File: src/rtl/uart_fifo_io.sv
// ============================================================================
//  Module   : uart_fifo_io (with uarttx / uartrx serial engines)
//  Purpose  : Memory-mapped UART with RX/TX byte FIFOs, sticky error flags
//             and a status register.
//  Revision : 1.0 - initial release
// ============================================================================
`default_nettype none

module uarttx #(
   parameter int unsigned ClockFrequencyHz = 20_250_000,
   parameter int unsigned BaudRate         = 9600
) (
   input  logic       clk,
   input  logic       rst_n,
   input  logic [7:0] data_i,
   input  logic       go_i,
   output logic       bsy_o,
   output logic       tx_o
);
   localparam logic [15:0] c_bit_last = 16'(ClockFrequencyHz / BaudRate - 1);

   typedef enum logic [1:0] {S_IDLE = 2'd0, S_SHIFT = 2'd1, S_DONE = 2'd2} state_t;
   state_t      state_q, state_d;
   logic [15:0] baud_q;
   logic [3:0]  bit_q;
   logic [8:0]  sh_q;
   logic        tx_q;
   logic        w_tick;
   logic        w_last;

   assign w_tick = (baud_q == c_bit_last);
   assign w_last = w_tick && (bit_q == 4'd9);
   // bsy drops on the final stop-bit cycle so the next frame can be queued early
   assign bsy_o  = (state_q == S_SHIFT) && !w_last;
   assign tx_o   = tx_q;

   always_comb begin
      state_d = state_q;
      case (state_q)
         S_IDLE:  if (go_i)   state_d = S_SHIFT;
         S_SHIFT: if (w_last) state_d = S_DONE;
         S_DONE:  if (!go_i)  state_d = S_IDLE;
         default: state_d = S_IDLE;
      endcase
   end

   always_ff @(posedge clk) begin
      if (!rst_n) begin
         state_q <= S_IDLE;
         baud_q  <= '0;
         bit_q   <= '0;
         sh_q    <= '1;
         tx_q    <= 1'b1;
      end else begin
         state_q <= state_d;
         if (state_q == S_IDLE && go_i) begin
            sh_q   <= {1'b1, data_i};
            tx_q   <= 1'b0;
            baud_q <= '0;
            bit_q  <= '0;
         end else if (state_q == S_SHIFT) begin
            if (w_tick) begin
               baud_q <= '0;
               if (bit_q != 4'd9) begin
                  tx_q  <= sh_q[0];
                  sh_q  <= {1'b1, sh_q[8:1]};
                  bit_q <= bit_q + 4'd1;
               end
            end else begin
               baud_q <= baud_q + 16'd1;
            end
         end
      end
   end
endmodule

module uartrx #(
   parameter int unsigned ClockFrequencyHz = 20_250_000,
   parameter int unsigned BaudRate         = 9600
) (
   input  logic       clk,
   input  logic       rst_n,
   input  logic       rx_i,
   input  logic       go_i,
   output logic [7:0] data_o,
   output logic       ready_o
);
   localparam logic [15:0] c_bit_last = 16'(ClockFrequencyHz / BaudRate - 1);
   localparam logic [15:0] c_half     = 16'(ClockFrequencyHz / BaudRate / 2 - 1);

   typedef enum logic [1:0] {R_IDLE = 2'd0, R_START = 2'd1, R_DATA = 2'd2, R_STOP = 2'd3} state_t;
   state_t      state_q, state_d;
   logic        rx_meta_q, rx_q;
   logic [15:0] baud_q;
   logic [2:0]  bit_q;
   logic [7:0]  sh_q, data_q;
   logic        ready_q;
   logic        w_tick;

   assign w_tick  = (baud_q == c_bit_last);
   assign data_o  = data_q;
   assign ready_o = ready_q;

   always_comb begin
      state_d = state_q;
      case (state_q)
         R_IDLE:  if (!rx_q) state_d = R_START;
         R_START: if (baud_q == c_half) state_d = rx_q ? R_IDLE : R_DATA;
         R_DATA:  if (w_tick && bit_q == 3'd7) state_d = R_STOP;
         R_STOP:  if (w_tick) state_d = R_IDLE;
         default: state_d = R_IDLE;
      endcase
   end

   always_ff @(posedge clk) begin
      if (!rst_n) begin
         state_q   <= R_IDLE;
         rx_meta_q <= 1'b1;
         rx_q      <= 1'b1;
         baud_q    <= '0;
         bit_q     <= '0;
         sh_q      <= '0;
         data_q    <= '0;
         ready_q   <= 1'b0;
      end else begin
         state_q   <= state_d;
         rx_meta_q <= rx_i;
         rx_q      <= rx_meta_q;
         case (state_q)
            R_IDLE:  baud_q <= '0;
            R_START: begin
               if (baud_q == c_half) begin
                  baud_q <= '0;
                  bit_q  <= '0;
               end else begin
                  baud_q <= baud_q + 16'd1;
               end
            end
            default: baud_q <= w_tick ? 16'd0 : baud_q + 16'd1;
         endcase
         if (state_q == R_DATA && w_tick) begin
            sh_q  <= {rx_q, sh_q[7:1]};
            bit_q <= bit_q + 3'd1;
         end
         // a freshly completed frame takes priority over the consumer's ack
         if (state_q == R_STOP && w_tick && rx_q) begin
            data_q  <= sh_q;
            ready_q <= 1'b1;
         end else if (!go_i) begin
            ready_q <= 1'b0;
         end
      end
   end
endmodule

module uart_fifo_io #(
   parameter int unsigned ClockFrequencyHz = 20_250_000,
   parameter int unsigned BaudRate         = 9600,
   parameter int unsigned AddressBitWidth  = 32,
   parameter int unsigned DataBitWidth     = 32,
   parameter int unsigned TxDepthLog2      = 4,
   parameter int unsigned RxDepthLog2      = 4,
   parameter logic [AddressBitWidth-1:0] AddressUartOut    = 32'hffff_fff8,
   parameter logic [AddressBitWidth-1:0] AddressUartIn     = 32'hffff_fff4,
   parameter logic [AddressBitWidth-1:0] AddressUartStatus = 32'hffff_ffe4
) (
   input  logic                       clk,
   input  logic                       rst_n,
   input  logic                       enable,
   input  logic [2:0]                 read_type,
   input  logic [1:0]                 write_type,
   input  logic [AddressBitWidth-1:0] address,
   input  logic [DataBitWidth-1:0]    data_in,
   output logic [DataBitWidth-1:0]    data_out,
   output logic                       hit,
   output logic                       uart_tx,
   input  logic                       uart_rx
);
   localparam int unsigned c_tx_depth = 1 << TxDepthLog2;
   localparam int unsigned c_rx_depth = 1 << RxDepthLog2;
   localparam int unsigned c_tx_cw    = TxDepthLog2 + 1;
   localparam int unsigned c_rx_cw    = RxDepthLog2 + 1;
   localparam logic [TxDepthLog2:0] c_tx_full = {1'b1, {TxDepthLog2{1'b0}}};
   localparam logic [RxDepthLog2:0] c_rx_full = {1'b1, {RxDepthLog2{1'b0}}};

   typedef enum logic [1:0] {TX_IDLE = 2'd0, TX_START = 2'd1, TX_SEND = 2'd2, TX_ACK = 2'd3} tx_state_t;
   tx_state_t tx_state_q, tx_state_d;

   logic [7:0]               tx_mem_q [0:c_tx_depth-1];
   logic [7:0]               rx_mem_q [0:c_rx_depth-1];
   logic [TxDepthLog2-1:0]   tx_wptr_q, tx_rptr_q;
   logic [RxDepthLog2-1:0]   rx_wptr_q, rx_rptr_q;
   logic [TxDepthLog2:0]     tx_cnt_q, tx_cnt_d;
   logic [RxDepthLog2:0]     rx_cnt_q, rx_cnt_d;
   logic                     rx_ovr_q, tx_ovf_q;
   logic                     tx_go_q, tx_go_d, rx_go_q;
   logic [7:0]               tx_byte_q;
   logic                     rd_stb_q, wr_stb_q;
   logic [AddressBitWidth-1:0] addr_q;
   logic [DataBitWidth-1:0]  rd_hold_q;

   logic w_rd_stb, w_wr_stb, w_addr_chg, w_rd_first, w_wr_first;
   logic w_sel_out, w_sel_in, w_sel_st;
   logic w_tx_pop, w_tx_push_req, w_tx_push, w_tx_full, w_tx_bsy;
   logic w_rx_pop, w_rx_push_req, w_rx_push, w_rx_full, w_rx_ready;
   logic w_stat_wr;
   logic [7:0]  w_rx_byte;
   logic [18:0] w_status;
   logic [DataBitWidth-1:0] w_rd_val;
   logic w_unused_data;

   assign w_sel_out  = (address == AddressUartOut);
   assign w_sel_in   = (address == AddressUartIn);
   assign w_sel_st   = (address == AddressUartStatus);
   assign hit        = w_sel_out | w_sel_in | w_sel_st;

   // a multi-cycle access acts only on its first cycle or when the address moves
   assign w_rd_stb   = enable & (read_type != 3'b000);
   assign w_wr_stb   = enable & (write_type != 2'b00);
   assign w_addr_chg = (address != addr_q);
   assign w_rd_first = w_rd_stb & (!rd_stb_q | w_addr_chg);
   assign w_wr_first = w_wr_stb & (!wr_stb_q | w_addr_chg);

   assign w_tx_full     = (tx_cnt_q == c_tx_full);
   assign w_tx_push_req = w_wr_first & w_sel_out;
   assign w_tx_push     = w_tx_push_req & (!w_tx_full | w_tx_pop);

   assign w_rx_full     = (rx_cnt_q == c_rx_full);
   assign w_rx_pop      = w_rd_first & w_sel_in & (rx_cnt_q != '0);
   assign w_rx_push_req = w_rx_ready & rx_go_q;
   assign w_rx_push     = w_rx_push_req & (!w_rx_full | w_rx_pop);

   assign w_stat_wr     = w_wr_first & w_sel_st;
   assign w_status      = {(tx_state_q != TX_IDLE), tx_ovf_q, rx_ovr_q, 8'(tx_cnt_q), 8'(rx_cnt_q)};
   assign w_unused_data = ^{data_in[DataBitWidth-1:18], data_in[15:8]};

   always_comb begin
      w_rd_val = '0;
      if (w_sel_in)
         w_rd_val = (rx_cnt_q != '0) ? DataBitWidth'(rx_mem_q[rx_rptr_q]) : '1;
      else if (w_sel_out)
         w_rd_val = w_tx_full ? '0 : '1;
      else if (w_sel_st)
         w_rd_val = DataBitWidth'(w_status);
   end

   assign data_out = (w_rd_stb & hit) ? (w_rd_first ? w_rd_val : rd_hold_q) : '0;

   always_comb begin
      tx_state_d = tx_state_q;
      tx_go_d    = tx_go_q;
      w_tx_pop   = 1'b0;
      case (tx_state_q)
         TX_IDLE: begin
            if (tx_cnt_q != '0) begin
               w_tx_pop   = 1'b1;
               tx_go_d    = 1'b1;
               tx_state_d = TX_START;
            end
         end
         TX_START: tx_state_d = TX_SEND;   // bsy is not yet visible here
         TX_SEND: begin
            if (!w_tx_bsy) begin
               tx_go_d    = 1'b0;
               tx_state_d = TX_ACK;
            end
         end
         TX_ACK:  tx_state_d = TX_IDLE;
         default: tx_state_d = TX_IDLE;
      endcase
   end

   always_comb begin
      tx_cnt_d = tx_cnt_q;
      case ({w_tx_push, w_tx_pop})
         2'b10:   tx_cnt_d = tx_cnt_q + c_tx_cw'(1);
         2'b01:   tx_cnt_d = tx_cnt_q - c_tx_cw'(1);
         default: tx_cnt_d = tx_cnt_q;
      endcase
      rx_cnt_d = rx_cnt_q;
      case ({w_rx_push, w_rx_pop})
         2'b10:   rx_cnt_d = rx_cnt_q + c_rx_cw'(1);
         2'b01:   rx_cnt_d = rx_cnt_q - c_rx_cw'(1);
         default: rx_cnt_d = rx_cnt_q;
      endcase
   end

   always_ff @(posedge clk) begin
      if (!rst_n) begin
         tx_state_q <= TX_IDLE;
         tx_go_q    <= 1'b0;
         rx_go_q    <= 1'b1;
         tx_byte_q  <= '0;
         tx_wptr_q  <= '0;
         tx_rptr_q  <= '0;
         rx_wptr_q  <= '0;
         rx_rptr_q  <= '0;
         tx_cnt_q   <= '0;
         rx_cnt_q   <= '0;
         rx_ovr_q   <= 1'b0;
         tx_ovf_q   <= 1'b0;
         rd_stb_q   <= 1'b0;
         wr_stb_q   <= 1'b0;
         addr_q     <= '0;
         rd_hold_q  <= '0;
      end else begin
         tx_state_q <= tx_state_d;
         tx_go_q    <= tx_go_d;
         rx_go_q    <= !w_rx_push_req;
         tx_cnt_q   <= tx_cnt_d;
         rx_cnt_q   <= rx_cnt_d;
         rd_stb_q   <= w_rd_stb;
         wr_stb_q   <= w_wr_stb;
         addr_q     <= address;
         if (w_rd_first) rd_hold_q <= w_rd_val;
         if (w_tx_pop) begin
            tx_byte_q <= tx_mem_q[tx_rptr_q];
            tx_rptr_q <= tx_rptr_q + TxDepthLog2'(1);
         end
         if (w_tx_push) tx_wptr_q <= tx_wptr_q + TxDepthLog2'(1);
         if (w_rx_pop)  rx_rptr_q <= rx_rptr_q + RxDepthLog2'(1);
         if (w_rx_push) rx_wptr_q <= rx_wptr_q + RxDepthLog2'(1);
         // a set event in the same cycle as a clear wins
         rx_ovr_q <= (rx_ovr_q & !(w_stat_wr & data_in[16])) | (w_rx_push_req & !w_rx_push);
         tx_ovf_q <= (tx_ovf_q & !(w_stat_wr & data_in[17])) | (w_tx_push_req & !w_tx_push);
      end
   end

   always_ff @(posedge clk) begin
      if (w_tx_push) tx_mem_q[tx_wptr_q] <= data_in[7:0];
      if (w_rx_push) rx_mem_q[rx_wptr_q] <= w_rx_byte;
   end

   uarttx #(
      .ClockFrequencyHz(ClockFrequencyHz),
      .BaudRate        (BaudRate)
   ) u_tx (
      .clk   (clk),
      .rst_n (rst_n),
      .data_i(tx_byte_q),
      .go_i  (tx_go_q),
      .bsy_o (w_tx_bsy),
      .tx_o  (uart_tx)
   );

   uartrx #(
      .ClockFrequencyHz(ClockFrequencyHz),
      .BaudRate        (BaudRate)
   ) u_rx (
      .clk    (clk),
      .rst_n  (rst_n),
      .rx_i   (uart_rx),
      .go_i   (rx_go_q),
      .data_o (w_rx_byte),
      .ready_o(w_rx_ready)
   );
endmodule

`default_nettype wire

File: config.mk
export PLATFORM = sky130hd
export DESIGN_NAME = uart_fifo_io
export DESIGN_NICKNAME = d
export VERILOG_FILES = /design/src/rtl/uart_fifo_io.sv
export SDC_FILE = /design/constraint.sdc
export NUM_CORES = 1
export LEC_CHECK = 0
export ABC_AREA = 1
export BUFFER_PORTS_ARGS = -buffer_cell sky130_fd_sc_hd__buf_2
export CAP_MARGIN = 0
export CORE_MARGIN = 4
export CORE_UTILIZATION = 44
export DETAILED_ROUTE_END_ITERATION = 8
export HOLD_SLACK_MARGIN = 0.08
export MAX_ROUTING_LAYER = met4
export PLACE_DENSITY = 0.67
export SLEW_MARGIN = 40
export SYNTH_ARGS = -nofsm -noshare
export SYNTH_HDL_FRONTEND = slang
export SYNTH_SLANG_ARGS = --single-unit
File: constraint.sdc
create_clock -name clk -period 3.2 [get_ports clk]
set_input_delay 0.32 -clock clk [delete_from_list [all_inputs] [get_ports clk]]
set_output_delay 0.32 -clock clk [all_outputs]
set_load 0.1 [all_outputs]
== Word-level counts from Yosys, hierarchy flattened ==
Memories as Yosys holds them, arrays and structs flattened. A register that Yosys moved wholly into a read port is not among the register bits.
Cells that the tools add are included.
Word-level totals
  memories: 2
  logic and storage cells: 195
  RAM bits: 256
  bits of input ports: 73
  output and inout port bits: 34
  flip-flop bits (word level): 169
Memories
  rx_mem_q: depth 16, bits a word 8, rd ports 1, clocked after memory_dff 1, wr ports 1, RTL line 190  | logic [7:0] rx_mem_q [0:c_rx_depth-1];
  tx_mem_q: depth 16, bits a word 8, rd ports 1, clocked after memory_dff 1, wr ports 1, RTL line 189  | logic [7:0] tx_mem_q [0:c_tx_depth-1];
Cells by class
  multiplexer cells: 50
  add/subtract/negate cells: 12
  bitwise logic cells: 27
  reduce and logical (&&, ||, !) cells: 42
  equality and inequality tests: 34
Operators with widths (count)
  two-way mux 32 bit: 6
  == test 32 bit (second input constant): 3
  two-way mux 16 bit: 3
  adder 16 x 1 -> 16 bit (second input constant): 2
  == test 16 x 12 -> 1 bit (second input constant): 2
  two-way mux 8 bit: 4
  != test 32 bit: 1
  one-hot mux 16 bit (2 select lines): 1
  adder 4 x 1 -> 4 bit (second input constant): 5
  two-way mux 2 bit: 10
  one-hot mux 5 bit (2 select lines): 2
  nonzero test 2 bit: 10
  two-way mux 19 bit: 1
  AND 1 bit: 18
  == test 16 x 11 -> 1 bit (second input constant): 1
  one-hot mux 2 bit (4 select lines): 2
  == test 2 bit (second input constant): 7
  two-way mux 1 bit: 14
  AND reduction 3 bit: 4
  zero test 1 bit: 11
  adder 5 x 1 -> 5 bit (second input constant): 2
  == test 2 x 1 -> 1 bit (second input constant): 5
  == test 5 bit (second input constant): 2
  != test 2 x 1 -> 1 bit (second input constant): 5
  other kinds (19): 44

== Depth between registers and ports, before layout ==
  depth after elaboration: 10
  depth in mapped cells: 20
  gate-level depth less buffers: 20

== Cells and area by module ==
From an unflattened synthesis, not the netlist that was laid out.
Second synthesis, totals
  cell total of the unflattened synthesis: 1944
  area, all modules: 18838.1 µm²
By module, submodules not included
  uart_fifo_io: times used 1, seq. area each 9889.5 µm², cells each 1446, area each 15248.4 µm²
  uartrx: times used 1, seq. area each 800.8 µm², cells each 243, area each 1894.3 µm²
  uarttx: times used 1, seq. area each 620.6 µm², cells each 255, area each 1695.4 µm²

== Least setup slack after synthesis ==
Ideal clock, no wire load.
  path kind: input-to-output
  start point: input address[0]
  end point: output data_out[10]
  required time: 2880 ps
  buffers on the path: 1
  stages on the path: 9
  data arrival time: 3745 ps
  path slack: -865 ps
  path through: nor2_2 nand3_1 or2_1 nor2_2 nand2_2 nand3_1 nand2_1 clkbuf_1 a31oi_1
Between the ends
  elaborated cells on any way between the ends: 14
  those cells by class: eq/ne: 4; mux: 5; bitwise: 5
RTL lines
  start: declaration: RTL line 172  | input logic [AddressBitWidth-1:0] address,
  == test 32 bit, on equally long branches: RTL line 212, 213
  bitwise OR 1 bit: RTL line 215  | assign hit = w_sel_out | w_sel_in | w_sel_st;
  bitwise OR 1 bit *: RTL line 215
  named net hit: RTL line 175  | output logic hit,
  AND 1 bit *: RTL line 247  | assign data_out = (w_rd_stb & hit) ? (w_rd_first ? w_rd_val : rd_hold_q) : '0;
  two-way mux 32 bit *: RTL line 247
  end: declaration: RTL line 174  | output logic [DataBitWidth-1:0] data_out,
The timed path passes the listed nets; every way through them passes the cells marked *.

== Worst setup path in the final report ==
  start point: register addr_q[16]
  end point: output data_out[21]
Between the ends
  cells in the longest elaborated chain, start to end: 5
RTL lines
  start: declaration: RTL line 199  | logic [AddressBitWidth-1:0] addr_q;
  start signal: assignment: RTL line 314  | addr_q <= address;
  != test 32 bit: RTL line 220  | assign w_addr_chg = (address != addr_q);
  bitwise OR 1 bit: RTL line 221  | assign w_rd_first = w_rd_stb & (!rd_stb_q | w_addr_chg);
  AND 1 bit: RTL line 221
  two-way mux 32 bit
  two-way mux 32 bit: RTL line 247
No other way between the ends.

==> metrics.cfg <==
[yosys]
yosys_warnings = 0
ys_seq_elements = 437
synthTopCellsByArea = edfxtp_1, dfxtp_1, nor2_1
syn_area_per_cell_um2 = 9.90
yosysTopAreaCell = edfxtp_1
synth_area_mm2 = 0.0184
yosysTopAreaCellShare = 0.418
ys.flop_type = edfxtp_1
async_reset_ff_frac = 0
synth_edf_count = 256
ys_seq_area_frac = 0.615
syn_nets = 1961
synth_cell_types = 50
synthCells = 1857

[routing]
met3_length_mm = 1.79
avgViaCountPerCell = 5.22
dr.pass1.iters = 5
top_layer = met4
routedWlPerCell_um = 16.4
num_vias = 13400
dr_wl_met2_mm = 20.3
drcViolationCount = 0
wl_met1_mm = 18.9
ant_nets = 0
drt_iter0_drc = 1053
wl_mm = 42.1

[clocking]
htreeDepth = 2
clkTransAtPathRegs_ns = 0.06
cts-buffers-inserted = 44
cts.sinks = 437
cts_buffer_depth = 3
cts_tree = built
clk_latency_ns = 0.56
root_buffer = clkbuf_16
postCtsSetupRepairBufs = 0

[global_route]
grt.total_usage = 0.189
antenna_found_initial = 0
grt_pass1_vias = 13000
grt_overflow = 0
grt_max_degree = 67
grt_pass1_wl_mm = 67.3

[worst_setup_path]
ff2ff_path_depth = 18
crit_start = addr_q[16]
start_kind = flip-flop
critPathSlowestCell = dfxtp_1
r2r_end = tx_cnt_q[4]
crit_path_max_incr_delay_ns = 0.31
crit_chain = xnor2_1, nand2_1, nor2_1, nand2_1, nor2_1, nand3_2, nand2_2, inv_2, nand2_4, buf_12, a21oi_2, buf_4
worstPathMaxFanout = 17
r2r-start = addr_q[16]
reg2reg_slack_ns = 0.35
end_kind = primary output
crit_required_ns = 2.88
crit_type = flip-flop to primary output
crit_end = data_out[21]
arrival_ns = 2.70

[die]
rows = 74
die_height_um = 212
dieArea_mm2 = 0.0451
ios = 107
core_area_mm2 = 0.0411
start_util = 0.447
dieWidth_um = 212

[timing]
finalHoldViolCount = 0
maxSlewHeadroom = 0.500
setup_viol = 0
fin_setup_tns_ns = 0
fmax_ghz = 0.331
slew_viol_final = 0
tightestPinTransition_ns = 0.750
skew_ns = 0.0242
grt_setup_unrepaired = yes
post-route-period-util = 0.944
fin_crit_ns = 3.02
holdWs_ns = 0.162

[cells_and_area]
area_growth_syn_to_layout_pct = 19.2
final_cell_mix = nor2_1, edfxtp_1, nand2_1
nets = 2108
layout-drive-gt1-share = 0.137
layout_commonest_cell = nor2_1
fillers = 3575
antenna_cells = 0

[placed_design]
io_buffers = 84
place.gp.congestion = 0.862
dp_hpwl_mm = 26.8

[min_path]
hold_path_class = input pin to flip-flop

[pwr]
p_leak_nw = 8.02
power_density_mw_per_mm2 = 595
irDropWorstVdd_mv = 0.567

[outcome]
status = finished clean

[flow_run]
max-cap-violations = 0

==> logic make-up after synthesis <==
family / share of synthesized area
AND/OR/NAND/NOR: 0.162
XOR/XNOR: 0.0181
flip-flops: 0.615
adder cells (fa/ha/maj): 0.0219
AO/OA/AOI/OAI: 0.123
buffers and inverters: 0.0546
multiplexers: 0.00435
==> registers in the layout (all words and copies together), names as in the netlist, 4 cells and up, named ones only <==
name and count:
rx_mem_q 128, tx_mem_q 128, u_tx.bit_q 4, rx_cnt_q 5, rx_wptr_q 4, u_rx.sh_q 8
u_rx.baud_q 16, rx_rptr_q 4, tx_wptr_q 4, rd_hold_q 32, u_tx.baud_q 16, addr_q 32
u_rx.data_o 8, tx_rptr_q 4, u_tx.sh_q 8, tx_cnt_q 5, tx_byte_q 8
==> Yosys cell counts, drive strengths merged, types with 5 or more instances <==
master and n:
xnor2 27, mux2i 8, edfxtp 256, o221ai 29, o211ai 43, nor2 314
clkbuf 54, o31ai 7, a31oi 18, buf 28, nor3 22, or2 5
dfxtp 181, nand3 77, nand4 20, ha 29, nor4 6, xor2 11
o21ai 168, nand2 248, a21oi 97, inv 167, o22ai 12
==> worst min path at each step <==
stage / from / end / slack, ns / cells after the start
floorplan: u_rx.rx_meta_q / u_rx.rx_q / 0.39 / 1
CTS: data_in[1] / tx_mem_q[13][1] / 0.15 / 1
global route: data_in[1] / tx_mem_q[11][1] / 0.16 / 1
detailed placement: u_rx.rx_meta_q / u_rx.rx_q / 0.40 / 1
finish: data_in[1] / tx_mem_q[13][1] / 0.16 / 1
global placement: u_rx.rx_meta_q / u_rx.rx_q / 0.40 / 1
==> metrics by stage <==
| step | worst slack [ns] | power, mW | util | cell area (um^2) | instances |
|---|---|---|---|---|---|
| 3_3_place_gp | 0.180 | 8.24 | 0.488 | 20100 | 2450 |
| 5_1_grt | -0.0156 | 13.7 | 0.533 | 21900 | 2571 |
| 6_report | 0.180 | 13.0 | 0.533 | 21900 | 2571 |
| 2_1_floorplan | 0.0959 | 7.75 | - | 18700 | 1857 |
| 4_1_cts | 0.000224 | 13.1 | 0.530 | 21800 | 2570 |
| 3_5_place_dp | 0.157 | 8.31 | 0.488 | 20100 | 2450 |
==> final cells by class <==
type / instances / area (um^2) / area share
multi-input cells: 1167 / 6410 / 0.292
clock inverters: 21 / 108 / 0.00491
clock buffers: 60 / 1220 / 0.0558
flip-flops and latches: 437 / 11300 / 0.516
repair buffers: 183 / 1560 / 0.0710
inverters: 171 / 648 / 0.0296
well taps: 532 / 666 / 0.0304
==> power breakdown <==
group,leakage [nW],switching (mW),internal (mW)
logic,3.68,1.34,0.692
clock network,0.653,2.09,2.68
registers,3.69,0.129,6.11
total,8.02,3.56,9.48
==> per-layer routing <==
| metal | GRT usage | vias up |
|---|---|---|
| met2 | 0.311 | 283 |
| met1 | 0.247 | 6365 |
| met4 | 0.0560 | 0 |
| met3 | 0.0255 | 79 |
| li1 | - | 6696 |
| met5 | - | - |
==> worst max-delay path, delay by kind of cell, from the launching register on <==
family                 cells  cell delay (ns)
AO/OA/AOI/OAI              1             0.08
XOR/XNOR                   1             0.20
buffers and inverters      3             0.57
flip-flops                 1             0.31
AND/OR/NAND/NOR            7             0.95
==> timing repair <==
item | 4_1_cts | 5_1_grt
hold buffers | 39 | 0
resized for setup | 11 | 42
endpoints found under the setup margin | 12 | 31
hold endpoints to repair | 37 | 0
gates cloned | 0 | 1
Note: power is estimated with default switching activity, not from simulation.
